File: src/rtl/axi4_lite_master_if.sv
// Command/response port plus the five AXI4-Lite channels of axi4_lite_master.
// The master modport is the DUT view; the slave modport is the environment view.
interface axi4_lite_master_if #(
  parameter int addr_width = 3,
  parameter int data_width = 32
);
  logic                      cmd_valid;
  logic                      cmd_ready;
  logic                      cmd_write;
  logic [addr_width-1:0]     cmd_addr;
  logic [data_width-1:0]     cmd_wdata;
  logic [data_width/8-1:0]   cmd_wstrb;
  logic                      rsp_valid;
  logic                      rsp_ready;
  logic [data_width-1:0]     rsp_rdata;
  logic [1:0]                rsp_resp;
  logic                      awvalid;
  logic                      awready;
  logic [addr_width-1:0]     awaddr;
  logic                      awprot;
  logic                      wvalid;
  logic                      wready;
  logic [data_width-1:0]     wdata;
  logic [data_width/8-1:0]   wstrb;
  logic                      bvalid;
  logic                      bready;
  logic [1:0]                bresp;
  logic                      arvalid;
  logic                      arready;
  logic [addr_width-1:0]     araddr;
  logic                      arprot;
  logic                      rvalid;
  logic                      rready;
  logic [data_width-1:0]     rdata;
  logic [1:0]                rresp;

  modport master (
    input  cmd_valid, cmd_write, cmd_addr, cmd_wdata, cmd_wstrb, rsp_ready,
    input  awready, wready, bvalid, bresp, arready, rvalid, rdata, rresp,
    output cmd_ready, rsp_valid, rsp_rdata, rsp_resp,
    output awvalid, awaddr, awprot, wvalid, wdata, wstrb, bready,
    output arvalid, araddr, arprot, rready
  );

  modport slave (
    output cmd_valid, cmd_write, cmd_addr, cmd_wdata, cmd_wstrb, rsp_ready,
    output awready, wready, bvalid, bresp, arready, rvalid, rdata, rresp,
    input  cmd_ready, rsp_valid, rsp_rdata, rsp_resp,
    input  awvalid, awaddr, awprot, wvalid, wdata, wstrb, bready,
    input  arvalid, araddr, arprot, rready
  );
endinterface

File: src/rtl/axi4_lite_master.sv
// Single-outstanding AXI4-Lite master: one command becomes an AW/W/B or AR/R
// exchange; the B/R wait is bounded by a timeout that reports 2'b10.
module axi4_lite_master #(
  parameter int addr_width     = 3,
  parameter int data_width     = 32,
  parameter int timeout_cycles = 16
) (
  input logic                aclk,
  input logic                areset,
  axi4_lite_master_if.master bus
);
  localparam int STRB_W = data_width / 8;
  localparam int CNT_W  = $clog2(timeout_cycles + 1);
  localparam logic [CNT_W-1:0] CNT_LAST    = CNT_W'(timeout_cycles - 1);
  localparam logic [1:0]       RESP_SLVERR = 2'b10;

  typedef enum logic [2:0] {
    S_IDLE    = 3'd0,
    S_WR_REQ  = 3'd1,
    S_WR_RESP = 3'd2,
    S_RD_REQ  = 3'd3,
    S_RD_RESP = 3'd4,
    S_DONE    = 3'd5
  } state_t;

  state_t                r_state, w_state_next;
  logic                  r_aw_done, w_aw_done_next;
  logic                  r_w_done, w_w_done_next;
  logic [CNT_W-1:0]      r_cnt, w_cnt_next;
  logic [addr_width-1:0] r_addr, w_addr_next;
  logic [data_width-1:0] r_wdata, w_wdata_next;
  logic [STRB_W-1:0]     r_wstrb, w_wstrb_next;
  logic [data_width-1:0] r_rsp_rdata, w_rsp_rdata_next;
  logic [1:0]            r_rsp_resp, w_rsp_resp_next;
  logic                  r_cmd_ready, w_cmd_ready_next;
  logic                  r_awvalid, w_awvalid_next;
  logic                  r_wvalid, w_wvalid_next;
  logic                  r_bready, w_bready_next;
  logic                  r_arvalid, w_arvalid_next;
  logic                  r_rready, w_rready_next;
  logic                  r_rsp_valid, w_rsp_valid_next;

  always_comb begin
    w_state_next     = r_state;
    w_aw_done_next   = r_aw_done;
    w_w_done_next    = r_w_done;
    w_cnt_next       = r_cnt;
    w_addr_next      = r_addr;
    w_wdata_next     = r_wdata;
    w_wstrb_next     = r_wstrb;
    w_rsp_rdata_next = r_rsp_rdata;
    w_rsp_resp_next  = r_rsp_resp;

    case (r_state)
      S_IDLE: begin
        if (bus.cmd_valid && r_cmd_ready) begin
          w_addr_next    = bus.cmd_addr;
          w_wdata_next   = bus.cmd_wdata;
          w_wstrb_next   = bus.cmd_wstrb;
          w_aw_done_next = 1'b0;
          w_w_done_next  = 1'b0;
          w_state_next   = bus.cmd_write ? S_WR_REQ : S_RD_REQ;
        end else begin
          w_state_next = S_IDLE;
        end
      end
      S_WR_REQ: begin
        w_aw_done_next = r_aw_done | (r_awvalid & bus.awready);
        w_w_done_next  = r_w_done | (r_wvalid & bus.wready);
        if (w_aw_done_next && w_w_done_next) begin
          w_cnt_next   = '0;
          w_state_next = S_WR_RESP;
        end else begin
          w_state_next = S_WR_REQ;
        end
      end
      S_WR_RESP: begin
        if (bus.bvalid && r_bready) begin
          w_rsp_resp_next  = bus.bresp;
          w_rsp_rdata_next = '0;
          w_state_next     = S_DONE;
        end else if (r_cnt == CNT_LAST) begin
          w_rsp_resp_next  = RESP_SLVERR;
          w_rsp_rdata_next = '0;
          w_state_next     = S_DONE;
        end else begin
          w_cnt_next = r_cnt + CNT_W'(1);
        end
      end
      S_RD_REQ: begin
        if (r_arvalid && bus.arready) begin
          w_cnt_next   = '0;
          w_state_next = S_RD_RESP;
        end else begin
          w_state_next = S_RD_REQ;
        end
      end
      S_RD_RESP: begin
        if (bus.rvalid && r_rready) begin
          w_rsp_resp_next  = bus.rresp;
          w_rsp_rdata_next = bus.rdata;
          w_state_next     = S_DONE;
        end else if (r_cnt == CNT_LAST) begin
          w_rsp_resp_next  = RESP_SLVERR;
          w_rsp_rdata_next = '0;
          w_state_next     = S_DONE;
        end else begin
          w_cnt_next = r_cnt + CNT_W'(1);
        end
      end
      S_DONE: begin
        if (bus.rsp_ready && r_rsp_valid) begin
          w_state_next = S_IDLE;
        end else begin
          w_state_next = S_DONE;
        end
      end
      default: begin
        w_state_next = S_IDLE;
      end
    endcase

    // Outputs are registered, so decode them from the state being entered.
    w_cmd_ready_next = (w_state_next == S_IDLE);
    w_awvalid_next   = (w_state_next == S_WR_REQ) && !w_aw_done_next;
    w_wvalid_next    = (w_state_next == S_WR_REQ) && !w_w_done_next;
    w_bready_next    = (w_state_next == S_WR_RESP);
    w_arvalid_next   = (w_state_next == S_RD_REQ);
    w_rready_next    = (w_state_next == S_RD_RESP);
    w_rsp_valid_next = (w_state_next == S_DONE);
  end

  always_ff @(posedge aclk) begin
    if (areset) begin
      r_state     <= S_IDLE;
      r_aw_done   <= 1'b0;
      r_w_done    <= 1'b0;
      r_cnt       <= '0;
      r_addr      <= '0;
      r_wdata     <= '0;
      r_wstrb     <= '0;
      r_rsp_rdata <= '0;
      r_rsp_resp  <= 2'b00;
      r_cmd_ready <= 1'b0;
      r_awvalid   <= 1'b0;
      r_wvalid    <= 1'b0;
      r_bready    <= 1'b0;
      r_arvalid   <= 1'b0;
      r_rready    <= 1'b0;
      r_rsp_valid <= 1'b0;
    end else begin
      r_state     <= w_state_next;
      r_aw_done   <= w_aw_done_next;
      r_w_done    <= w_w_done_next;
      r_cnt       <= w_cnt_next;
      r_addr      <= w_addr_next;
      r_wdata     <= w_wdata_next;
      r_wstrb     <= w_wstrb_next;
      r_rsp_rdata <= w_rsp_rdata_next;
      r_rsp_resp  <= w_rsp_resp_next;
      r_cmd_ready <= w_cmd_ready_next;
      r_awvalid   <= w_awvalid_next;
      r_wvalid    <= w_wvalid_next;
      r_bready    <= w_bready_next;
      r_arvalid   <= w_arvalid_next;
      r_rready    <= w_rready_next;
      r_rsp_valid <= w_rsp_valid_next;
    end
  end

  assign bus.cmd_ready = r_cmd_ready;
  assign bus.rsp_valid = r_rsp_valid;
  assign bus.rsp_rdata = r_rsp_rdata;
  assign bus.rsp_resp  = r_rsp_resp;
  assign bus.awvalid   = r_awvalid;
  assign bus.awaddr    = r_addr;
  assign bus.awprot    = 1'b0;
  assign bus.wvalid    = r_wvalid;
  assign bus.wdata     = r_wdata;
  assign bus.wstrb     = r_wstrb;
  assign bus.bready    = r_bready;
  assign bus.arvalid   = r_arvalid;
  assign bus.araddr    = r_addr;
  assign bus.arprot    = 1'b0;
  assign bus.rready    = r_rready;
endmodule

File: src/flat_wrapper.sv
// flat-port wrapper written by rule: the top's interface ports become plain ports
module axi4_lite_master_flat 
#(
  parameter int addr_width     = 3,
  parameter int data_width     = 32,
  parameter int timeout_cycles = 16
)
  (aclk, areset, bus_cmd_valid, bus_cmd_write, bus_cmd_addr, bus_cmd_wdata, bus_cmd_wstrb, bus_rsp_ready, bus_awready, bus_wready, bus_bvalid, bus_bresp, bus_arready, bus_rvalid, bus_rdata, bus_rresp, bus_cmd_ready, bus_rsp_valid, bus_rsp_rdata, bus_rsp_resp, bus_awvalid, bus_awaddr, bus_awprot, bus_wvalid, bus_wdata, bus_wstrb, bus_bready, bus_arvalid, bus_araddr, bus_arprot, bus_rready);
  axi4_lite_master_if #(.addr_width(addr_width), .data_width(data_width)) bus_i ();
  input logic aclk;
  input logic areset;
  input wire logic [$bits(bus_i.cmd_valid)-1:0] bus_cmd_valid;
  input wire logic [$bits(bus_i.cmd_write)-1:0] bus_cmd_write;
  input wire logic [$bits(bus_i.cmd_addr)-1:0] bus_cmd_addr;
  input wire logic [$bits(bus_i.cmd_wdata)-1:0] bus_cmd_wdata;
  input wire logic [$bits(bus_i.cmd_wstrb)-1:0] bus_cmd_wstrb;
  input wire logic [$bits(bus_i.rsp_ready)-1:0] bus_rsp_ready;
  input wire logic [$bits(bus_i.awready)-1:0] bus_awready;
  input wire logic [$bits(bus_i.wready)-1:0] bus_wready;
  input wire logic [$bits(bus_i.bvalid)-1:0] bus_bvalid;
  input wire logic [$bits(bus_i.bresp)-1:0] bus_bresp;
  input wire logic [$bits(bus_i.arready)-1:0] bus_arready;
  input wire logic [$bits(bus_i.rvalid)-1:0] bus_rvalid;
  input wire logic [$bits(bus_i.rdata)-1:0] bus_rdata;
  input wire logic [$bits(bus_i.rresp)-1:0] bus_rresp;
  output wire logic [$bits(bus_i.cmd_ready)-1:0] bus_cmd_ready;
  output wire logic [$bits(bus_i.rsp_valid)-1:0] bus_rsp_valid;
  output wire logic [$bits(bus_i.rsp_rdata)-1:0] bus_rsp_rdata;
  output wire logic [$bits(bus_i.rsp_resp)-1:0] bus_rsp_resp;
  output wire logic [$bits(bus_i.awvalid)-1:0] bus_awvalid;
  output wire logic [$bits(bus_i.awaddr)-1:0] bus_awaddr;
  output wire logic [$bits(bus_i.awprot)-1:0] bus_awprot;
  output wire logic [$bits(bus_i.wvalid)-1:0] bus_wvalid;
  output wire logic [$bits(bus_i.wdata)-1:0] bus_wdata;
  output wire logic [$bits(bus_i.wstrb)-1:0] bus_wstrb;
  output wire logic [$bits(bus_i.bready)-1:0] bus_bready;
  output wire logic [$bits(bus_i.arvalid)-1:0] bus_arvalid;
  output wire logic [$bits(bus_i.araddr)-1:0] bus_araddr;
  output wire logic [$bits(bus_i.arprot)-1:0] bus_arprot;
  output wire logic [$bits(bus_i.rready)-1:0] bus_rready;
  assign bus_i.cmd_valid = bus_cmd_valid;
  assign bus_i.cmd_write = bus_cmd_write;
  assign bus_i.cmd_addr = bus_cmd_addr;
  assign bus_i.cmd_wdata = bus_cmd_wdata;
  assign bus_i.cmd_wstrb = bus_cmd_wstrb;
  assign bus_i.rsp_ready = bus_rsp_ready;
  assign bus_i.awready = bus_awready;
  assign bus_i.wready = bus_wready;
  assign bus_i.bvalid = bus_bvalid;
  assign bus_i.bresp = bus_bresp;
  assign bus_i.arready = bus_arready;
  assign bus_i.rvalid = bus_rvalid;
  assign bus_i.rdata = bus_rdata;
  assign bus_i.rresp = bus_rresp;
  assign bus_cmd_ready = bus_i.cmd_ready;
  assign bus_rsp_valid = bus_i.rsp_valid;
  assign bus_rsp_rdata = bus_i.rsp_rdata;
  assign bus_rsp_resp = bus_i.rsp_resp;
  assign bus_awvalid = bus_i.awvalid;
  assign bus_awaddr = bus_i.awaddr;
  assign bus_awprot = bus_i.awprot;
  assign bus_wvalid = bus_i.wvalid;
  assign bus_wdata = bus_i.wdata;
  assign bus_wstrb = bus_i.wstrb;
  assign bus_bready = bus_i.bready;
  assign bus_arvalid = bus_i.arvalid;
  assign bus_araddr = bus_i.araddr;
  assign bus_arprot = bus_i.arprot;
  assign bus_rready = bus_i.rready;
  axi4_lite_master #(.addr_width(addr_width), .data_width(data_width), .timeout_cycles(timeout_cycles)) u_core (.aclk(aclk), .areset(areset), .bus(bus_i));
endmodule
File: config.mk
export PLATFORM = sky130hd
export DESIGN_NAME = axi4_lite_master_flat
export DESIGN_NICKNAME = d
export VERILOG_FILES = /design/src/rtl/axi4_lite_master_if.sv /design/src/rtl/axi4_lite_master.sv /design/src/flat_wrapper.sv
export SDC_FILE = /design/constraint.sdc
export NUM_CORES = 1
export LEC_CHECK = 0
export CORE_MARGIN = 1.5
export CORE_UTILIZATION = 35
export CTS_CLUSTER_SIZE = 40
export DETAILED_ROUTE_END_ITERATION = 8
export PLACE_DENSITY = 0.81
export SYNTH_ARGS = -nofsm -noshare
export SYNTH_HDL_FRONTEND = slang
export SYNTH_SLANG_ARGS = --single-unit
File: constraint.sdc
create_clock -name aclk -period 2.4 [get_ports aclk]
set_input_delay 0.48 -clock aclk [delete_from_list [all_inputs] [get_ports aclk]]
set_output_delay 0.48 -clock aclk [all_outputs]
set_load 0.005 [all_outputs]
==> reports/qor.txt, run 1 <==
Status -> finished, final reports clean
Clock Skew -> 0.007089 ns
Most common cell after layout, fill and taps aside -> clkdlybuf4s50_1
Vias per inst -> 5.080
Num CTS Buffers -> 9
Worst Max-Slew Pin Slew -> 0.6311 ns
Layout cells sized above 1 -> 7.910%
Nets@finish -> 613
Sequential share of the synthesized area -> 51.85%
Power density over the cells -> 623.7 nW/µm²
Distinct cell type count after synthesis -> 50
Die X-Extent -> 102.6 µm
Root buffer cell -> clkbuf_8
Post-Syn Area per Cell -> 9.416 µm²
Buf/Inv on CP -> 0
Synth Register Bits -> 90
Highest clock rate -> 0.4330 GHz
Vias in the first global route -> 3096
Slew HR -> 57.87%
CP required -> 2.65 ns
CP max stage delay -> 0.47 ns
Final ANT Viol Nets -> 0
Global route overflow -> 0
Leakage power -> 1.937 nW
Max Slew Vio Count -> 0
Cell row count -> 36
DR WL/cell -> 14.82 µm
# diodes -> 0
DRC -> 0
WHS -> 0.4568 ns
Die outline height -> 102.6 µm
Minimum clock period -> 2.309 ns
Initial core utilization -> 35.88%
Routed wire length -> 9838 µm
Initial DRT Pass Iterations -> 4
Period Utilization, post-route -> 96.22%
Reg-to-Reg End -> u_core.bus.cmd_ready
Post-Syn Area -> 3475 µm²
Clock buffer depth -> 2
Final Non-Filler Cells -> 664
Cells along the critical path -> ha_1 -> and3_1 -> ha_2 -> a21o_1 -> a32o_2 -> or4_4 -> nor4b_1
Post-synth top area share -> 51.85%
Most frequent cells in the layout -> 166 x clkdlybuf4s50_1, 90 x dfxtp_1, 85 x nand2_1
Max Cap Viol -> 0
Clock Sink Count -> 90
Crit. End Element -> register
Global-route wire length before repair -> 14850 µm
Synth warn -> 0
Clk Latency, worst-skew pair -> 0.35 ns
CP Max Fanout -> 4
Hold EP -> u_core.bus.wdata[16]
HP Class -> register to register
Synth Instances -> 369
Hold Fails Final Rpt -> 0
Worst path top cell family by delay -> simple AND/OR/NAND/NOR gates
Core Area -> 9684 µm²
WS Path Type -> register to register
Area grow syn2layout -> 57.44%
Worst Setup Start Kind -> register
Vias -> 3373
Hold path depth -> 2
All-Layer GR Usage -> 18.12%
Port bufs -> 167
DRT iter0 DRCs -> 115
CTS tree -> done
Routability cong. -> 0.8043
Worst path arrival time -> 2.56 ns
Worst R2R Path Depth -> 7
Final non-filler cell area -> 5470 µm²
Placed inst area -> 5197 µm²
R2R Setup Slk -> 0.09 ns
FF-to-FF Start -> u_core.r_cnt[0]
Slowest-stage cell, CP -> or4_4
Clk pin slew, worst setup/hold paths -> 0.09 ns
Worst path depth -> 7
H-Tree Depth -> 3
Hold Startpoint -> u_core.bus.wdata[16]
Initial antenna violation count -> 0
Io pins -> 170
Largest net degree at the start of global routing -> 39
VDD IR max -> 268.2 µV
Synth area leader -> dfxtp_1
DP HPWL -> 6916 µm
Setup Viol. Count Final -> 0
Ranking of synthesized cells by area -> dfxtp_1 52%, a32o_1 9.2%, nand2_1 9.2%
Dpl cells -> 646
Die area -> 10530 µm²
-- power breakdown --
part | switching (mW) | total, mW | internal (mW)
combinational | 0.293 | 0.652 | 0.359
sequential | 0.0430 | 1.61 | 1.57
clock | 0.532 | 1.15 | 0.617
-- what timing repair did --
item,in CTS,in global routing
buffers inserted,0,1
gates resized for setup,1,3
hold buffers,0,0
pin swaps,0,2
setup endpoints to repair,6,4
-- cell usage after synthesis (all sizes together) --
library cell / instances
and3b: 1
o21ai: 3
and2: 1
buf: 18
nor4b: 3
nand4: 5
a2111oi: 1
nor2b: 2
o21bai: 1
nand3b: 1
nor2: 8
mux2i: 2
xnor2: 1
a221oi: 1
a21oi: 45
a21o: 2
inv: 7
a32o: 33
nor4: 4
or4: 1
a22oi: 2
o31ai: 3
nor3: 6
and3: 1
o311ai: 1
ha: 2
clkbuf: 14
a31oi: 2
or3: 2
nor3b: 7
conb: 1
o31a: 1
or3b: 1
nand2: 85
a211o: 1
o41ai: 1
a22o: 1
dfxtp: 90
nand3: 4
o21a: 2
o32ai: 2
-- layout make-up --
type,instances,area (µm²)
clock buffer,10,137.6
clock inverter,6,88.84
fill,851,4214
inverter,7,26.28
multi-input combinational,241,1488
sequential,90,1802
tap,133,166.4
timing repair buffer,177,1762
-- cells by family after synthesis --
| group | count (synthesis) | share of synthesized area [%] |
|---|---|---|
| simple gates | 132 | 18.47 |
| flops | 90 | 51.85 |
| buf+inv | 39 | 6.193 |
| xor+xnor | 1 | 0.2521 |
| mux | 2 | 0.6841 |
| other cells | 1 | 0.1079 |
| fa+ha+maj | 2 | 0.7201 |
| compound gates | 102 | 21.71 |
-- worst max-delay path by stage --
stage	slack, ns	to	start
3_5_place_dp	-0.12	u_core.bus.rsp_rdata[13]	bus_bvalid
5_1_grt	-0.03	u_core.bus.cmd_ready	u_core.r_cnt[0]
3_3_place_gp	-0.03	u_core.bus.rsp_rdata[3]	bus_bvalid
2_1_floorplan	0.20	u_core.bus.awvalid	u_core.r_cnt[0]
4_1_cts	-0.01	u_core.bus.rsp_rdata[13]	u_core.r_cnt[0]
6_report	0.09	u_core.bus.cmd_ready	u_core.r_cnt[0]
-- stage by stage --
stage | utilization (%) | power [mW] | TNS, ns | setup WS (ns)
after floorplan | - | 1.923 | 0 | 0.1994
after global placement | 53.67 | 2.262 | -0.9465 | -0.03074
after detailed placement | 53.67 | 2.278 | -3.306 | -0.1228
after CTS | 56.07 | 3.435 | -0.02380 | -0.01146
after global routing | 56.49 | 3.569 | -0.02578 | -0.02578
final | 56.49 | 3.412 | 0 | 0.09073
-- registers in the layout (all words and copies together), names as in the netlist, 2 cells and up --
register	count
u_core.r_cnt	5
u_core.r_state	3
u_core.bus.wstrb	4
u_core.bus.rsp_rdata	32
u_core.bus.wdata	32
u_core.bus.araddr	3
u_core.bus.rsp_resp	2
-- tightest hold or removal path, cell delays in order (launching register included) --
cell     delay, ns
dfxtp_1       0.32
nand2_1       0.05
a21oi_1       0.05
-- per-layer routing --
layer	GRT usage, %	vias up	share of wire (%)
li1	-	1636	-
met4	7.692	0	1.7
met5	0	-	0
met1	21.58	1553	42
met2	29.50	171	44
met3	6.644	13	12
Power figures use the tool's default switching activity.
==> run 2: changes to the inputs <==
--- a/config.mk
+++ b/config.mk
@@ -5,6 +5,7 @@
 export SDC_FILE = /design/constraint.sdc
 export NUM_CORES = 1
 export LEC_CHECK = 0
+export CAP_MARGIN = 10
 export CORE_MARGIN = 1.5
 export CORE_UTILIZATION = 35
 export CTS_CLUSTER_SIZE = 40
==> results of run 2 <==
No change in the layout: final DEF, timing and power equal those of run 1.
==> run 3: changes to the inputs <==
--- a/config.mk
+++ b/config.mk
@@ -6,11 +6,13 @@
 export NUM_CORES = 1
 export LEC_CHECK = 0
 export CAP_MARGIN = 10
-export CORE_MARGIN = 1.5
+export CORE_MARGIN = 2
 export CORE_UTILIZATION = 35
 export CTS_CLUSTER_SIZE = 40
 export DETAILED_ROUTE_END_ITERATION = 8
 export PLACE_DENSITY = 0.81
+export SLEW_MARGIN = 30
 export SYNTH_ARGS = -nofsm -noshare
 export SYNTH_HDL_FRONTEND = slang
 export SYNTH_SLANG_ARGS = --single-unit
+export TNS_END_PERCENT = 5
==> run 3 against run 2 <==
  * Register-to-register slack about the same
  * Fmax up 0.51%
  * Hold slack gained 0.0018 ns
  * First-iteration DRC count rose by 72%
  * Combinational power rose by 2%
  * Via count up 1.2%
  * Sequential share of layout area hardly changed
  * Cell area about the same
  * Worst setup slack improved by 0.012 ns
  * Non-clock buffer count grew 2
  * Sequential cell count did not move
  * Largest power group unchanged
==> reports/qor.txt, run 3 (same netlist as run 1, synthesis figures left out) <==
H-Tree Depth -> 3 (unchanged)
All-Layer GR Usage -> 19.20% (was 18.12%)
Slew HR -> 45.16% (was 57.87%)
Placement Setup Slack -> -0.02049 ns (was -0.1228 ns)
Vias in the first global route -> 3338 (was 3096)
Clock Sink Count -> 90 (unchanged)
Status -> finished, final reports clean (unchanged)
Hold Startpoint -> u_core.bus.wstrb[1] (was u_core.bus.wdata[16])
Die X-Extent -> 103.6 µm (was 102.6 µm)
FF-to-FF Start -> u_core.r_cnt[0] (unchanged)
Met1 usage -> 22.84% (was 21.58%)
Clock buffer depth -> 2 (unchanged)
Most common cell after layout, fill and taps aside -> clkdlybuf4s50_1 (unchanged)
M2 GR Usage -> 31.17% (was 29.50%)
Worst Setup Start Kind -> register (unchanged)
DR WL/cell -> 15.64 µm (was 14.82 µm)
Hold Fails Final Rpt -> 0 (unchanged)
Vias per inst -> 5.128 (was 5.080)
Worst setup margin -> 0.1025 ns (was 0.09073 ns)
Num CTS Buffers -> 9 (unchanged)
Max Cap Viol -> 0 (unchanged)
Power density over the cells -> 610.7 nW/µm² (was 623.7 nW/µm²)
Initial antenna violation count -> 0 (unchanged)
Worst Max-Slew Pin Slew -> 0.8195 ns (was 0.6311 ns)
Nets@finish -> 615 (was 613)
Global-route wire length before repair -> 16670 µm (was 14850 µm)
Die outline height -> 103.6 µm (was 102.6 µm)
Routability cong. -> 0.8663 (was 0.8043)
Initial core utilization -> 35.88% (unchanged)
CP required -> 2.66 ns (was 2.65 ns)
Largest net degree at the start of global routing -> 43 (was 39)
# diodes -> 0 (unchanged)
Worst R2R Path Depth -> 7 (unchanged)
Clk Latency, worst-skew pair -> 0.35 ns (about the same)
Clock Skew -> 0.01362 ns (was 0.007089 ns)
Final Non-Filler Cells -> 666 (was 664)
Layout cells sized above 1 -> 8.818% (was 7.910%)
DRT iter0 DRCs -> 198 (was 115)
R2R Setup Slk -> 0.10 ns (was 0.09 ns)
Hold-fix buffers, CTS -> 0 (unchanged)
Hold EP -> u_core.bus.wstrb[1] (was u_core.bus.wdata[16])
WS Path Type -> register to register (unchanged)
HP Class -> register to register (unchanged)
Port bufs -> 167 (unchanged)
Cell row count -> 36 (unchanged)
DP HPWL -> 7483 µm (was 6916 µm)
Total power -> 3.338 mW (was 3.412 mW)
Vias -> 3415 (was 3373)
Max Slew Vio Count -> 0 (unchanged)
Root buffer cell -> clkbuf_8 (unchanged)
Dpl cells -> 647 (was 646)
Leakage power -> 1.948 nW (was 1.937 nW)
Final ANT Viol Nets -> 0 (unchanged)
Fin Setup TNS -> 0 ns (unchanged)
Setup Viol. Count Final -> 0 (unchanged)
Clk pin slew, worst setup/hold paths -> 0.10 ns (was 0.09 ns)
Area grow syn2layout -> 57.29% (was 57.44%)
Core Area -> 9684 µm² (unchanged)
Crit. End Element -> register (unchanged)
Reg-to-Reg End -> u_core.bus.awvalid (was u_core.bus.cmd_ready)
Global routing met3 resource utilization -> 7.930% (was 6.644%)
Io pins -> 170 (unchanged)
VDD IR max -> 366.9 µV (was 268.2 µV)
Fillers -> 870 (was 851)
Initial DRT Pass Iterations -> 4 (unchanged)
CP Max Fanout -> 4 (unchanged)
Most used routing layer -> met2 (unchanged)
Hold path depth -> 2 (unchanged)
DRC -> 0 (unchanged)
Global route overflow -> 0 (unchanged)
Most frequent cells in the layout -> 166 x clkdlybuf4s50_1, 90 x dfxtp_1, 85 x nand2_1 (unchanged)
CTS tree -> done (unchanged)
WHS -> 0.4586 ns (was 0.4568 ns)
Minimum clock period -> 2.298 ns (was 2.309 ns)
Worst path arrival time -> 2.56 ns (about the same)
RSZ-0062 raised after global routing -> false
Period Utilization, post-route -> 95.73% (was 96.22%)
Routed wire length -> 10410 µm (was 9838 µm)
Highest clock rate -> 0.4353 GHz (was 0.4330 GHz)
Die area -> 10740 µm² (was 10530 µm²)
==> run 3: cell count changes in the layout (fill, tap and decap cells not counted), sizes merged <==
cell      previous run  this run
buf                 11        13
clkinv               1         3
bufinv               2         1
clkinvlp             2         1
==> run 3: worst max-delay path, cell delays in order, from the launching register on <==
cell and delay [ns]:
dfxtp_1 0.35, ha_1 0.23, and3_1 0.19, ha_2 0.21
a21o_1 0.20, a32o_2 0.28, or4_4 0.48, nor4_2 0.26
==> run 3: through the flow <==
step	util, %	area [µm²]
finish	56.43	5465
global route	56.43	5465
CTS	55.98	5421
detailed placement	53.70	5200
global placement	53.62	5192
floorplan	-	3478
==> run 3: area by class of cell <==
| class | count | area [µm²] | share of cell area, % |
|---|---|---|---|
| Clock inverter | 6 | 65.06 | 1.190 |
| Inverter | 7 | 26.28 | 0.4808 |
| Timing Repair Buffer | 179 | 1757 | 32.14 |
| Sequential cell | 90 | 1802 | 32.97 |
| Tap cell | 133 | 166.4 | 3.045 |
| Clock buffer | 10 | 137.6 | 2.518 |
| Multi-Input combinational cell | 241 | 1511 | 27.66 |
==> run 3: routing by layer <==
| metal | up-vias | wire [µm] |
|---|---|---|
| met5 | - | 0 |
| met3 | 9 | 998 |
| met1 | 1601 | 4356 |
| met4 | 0 | 107 |
| li1 | 1642 | - |
| met2 | 163 | 4951 |
==> run 3: what timing repair did <==
item                                    in CTS  in global routing
cloned                                       0                  0
endpoints found under the setup margin       3                  5
resized for setup                            3                  4
pin swaps                                    0                  2
setup buffers                                0                  3
==> run 3: how the worst max path moves through the flow <==
stage,startpoint,to,slack (ns),depth (start not counted)
after floorplan,u_core.r_cnt[0],u_core.bus.awvalid,0.20,7
after global placement,bus_bvalid,u_core.bus.rsp_rdata[3],-0.01,5
after detailed placement,u_core.r_cnt[0],u_core.bus.cmd_ready,-0.02,7
after CTS,u_core.r_cnt[0],u_core.bus.wvalid,-0.01,7
after global routing,u_core.r_cnt[0],u_core.bus.bready,0.01,8
final,u_core.r_cnt[0],u_core.bus.awvalid,0.10,7
==> run 3: report_power, final <==
part | internal (mW) | total, mW | switching [mW]
Sequential | 1.57 | 1.61 | 0.0435
Clock | 0.512 | 1.06 | 0.547
Combinational | 0.369 | 0.667 | 0.298
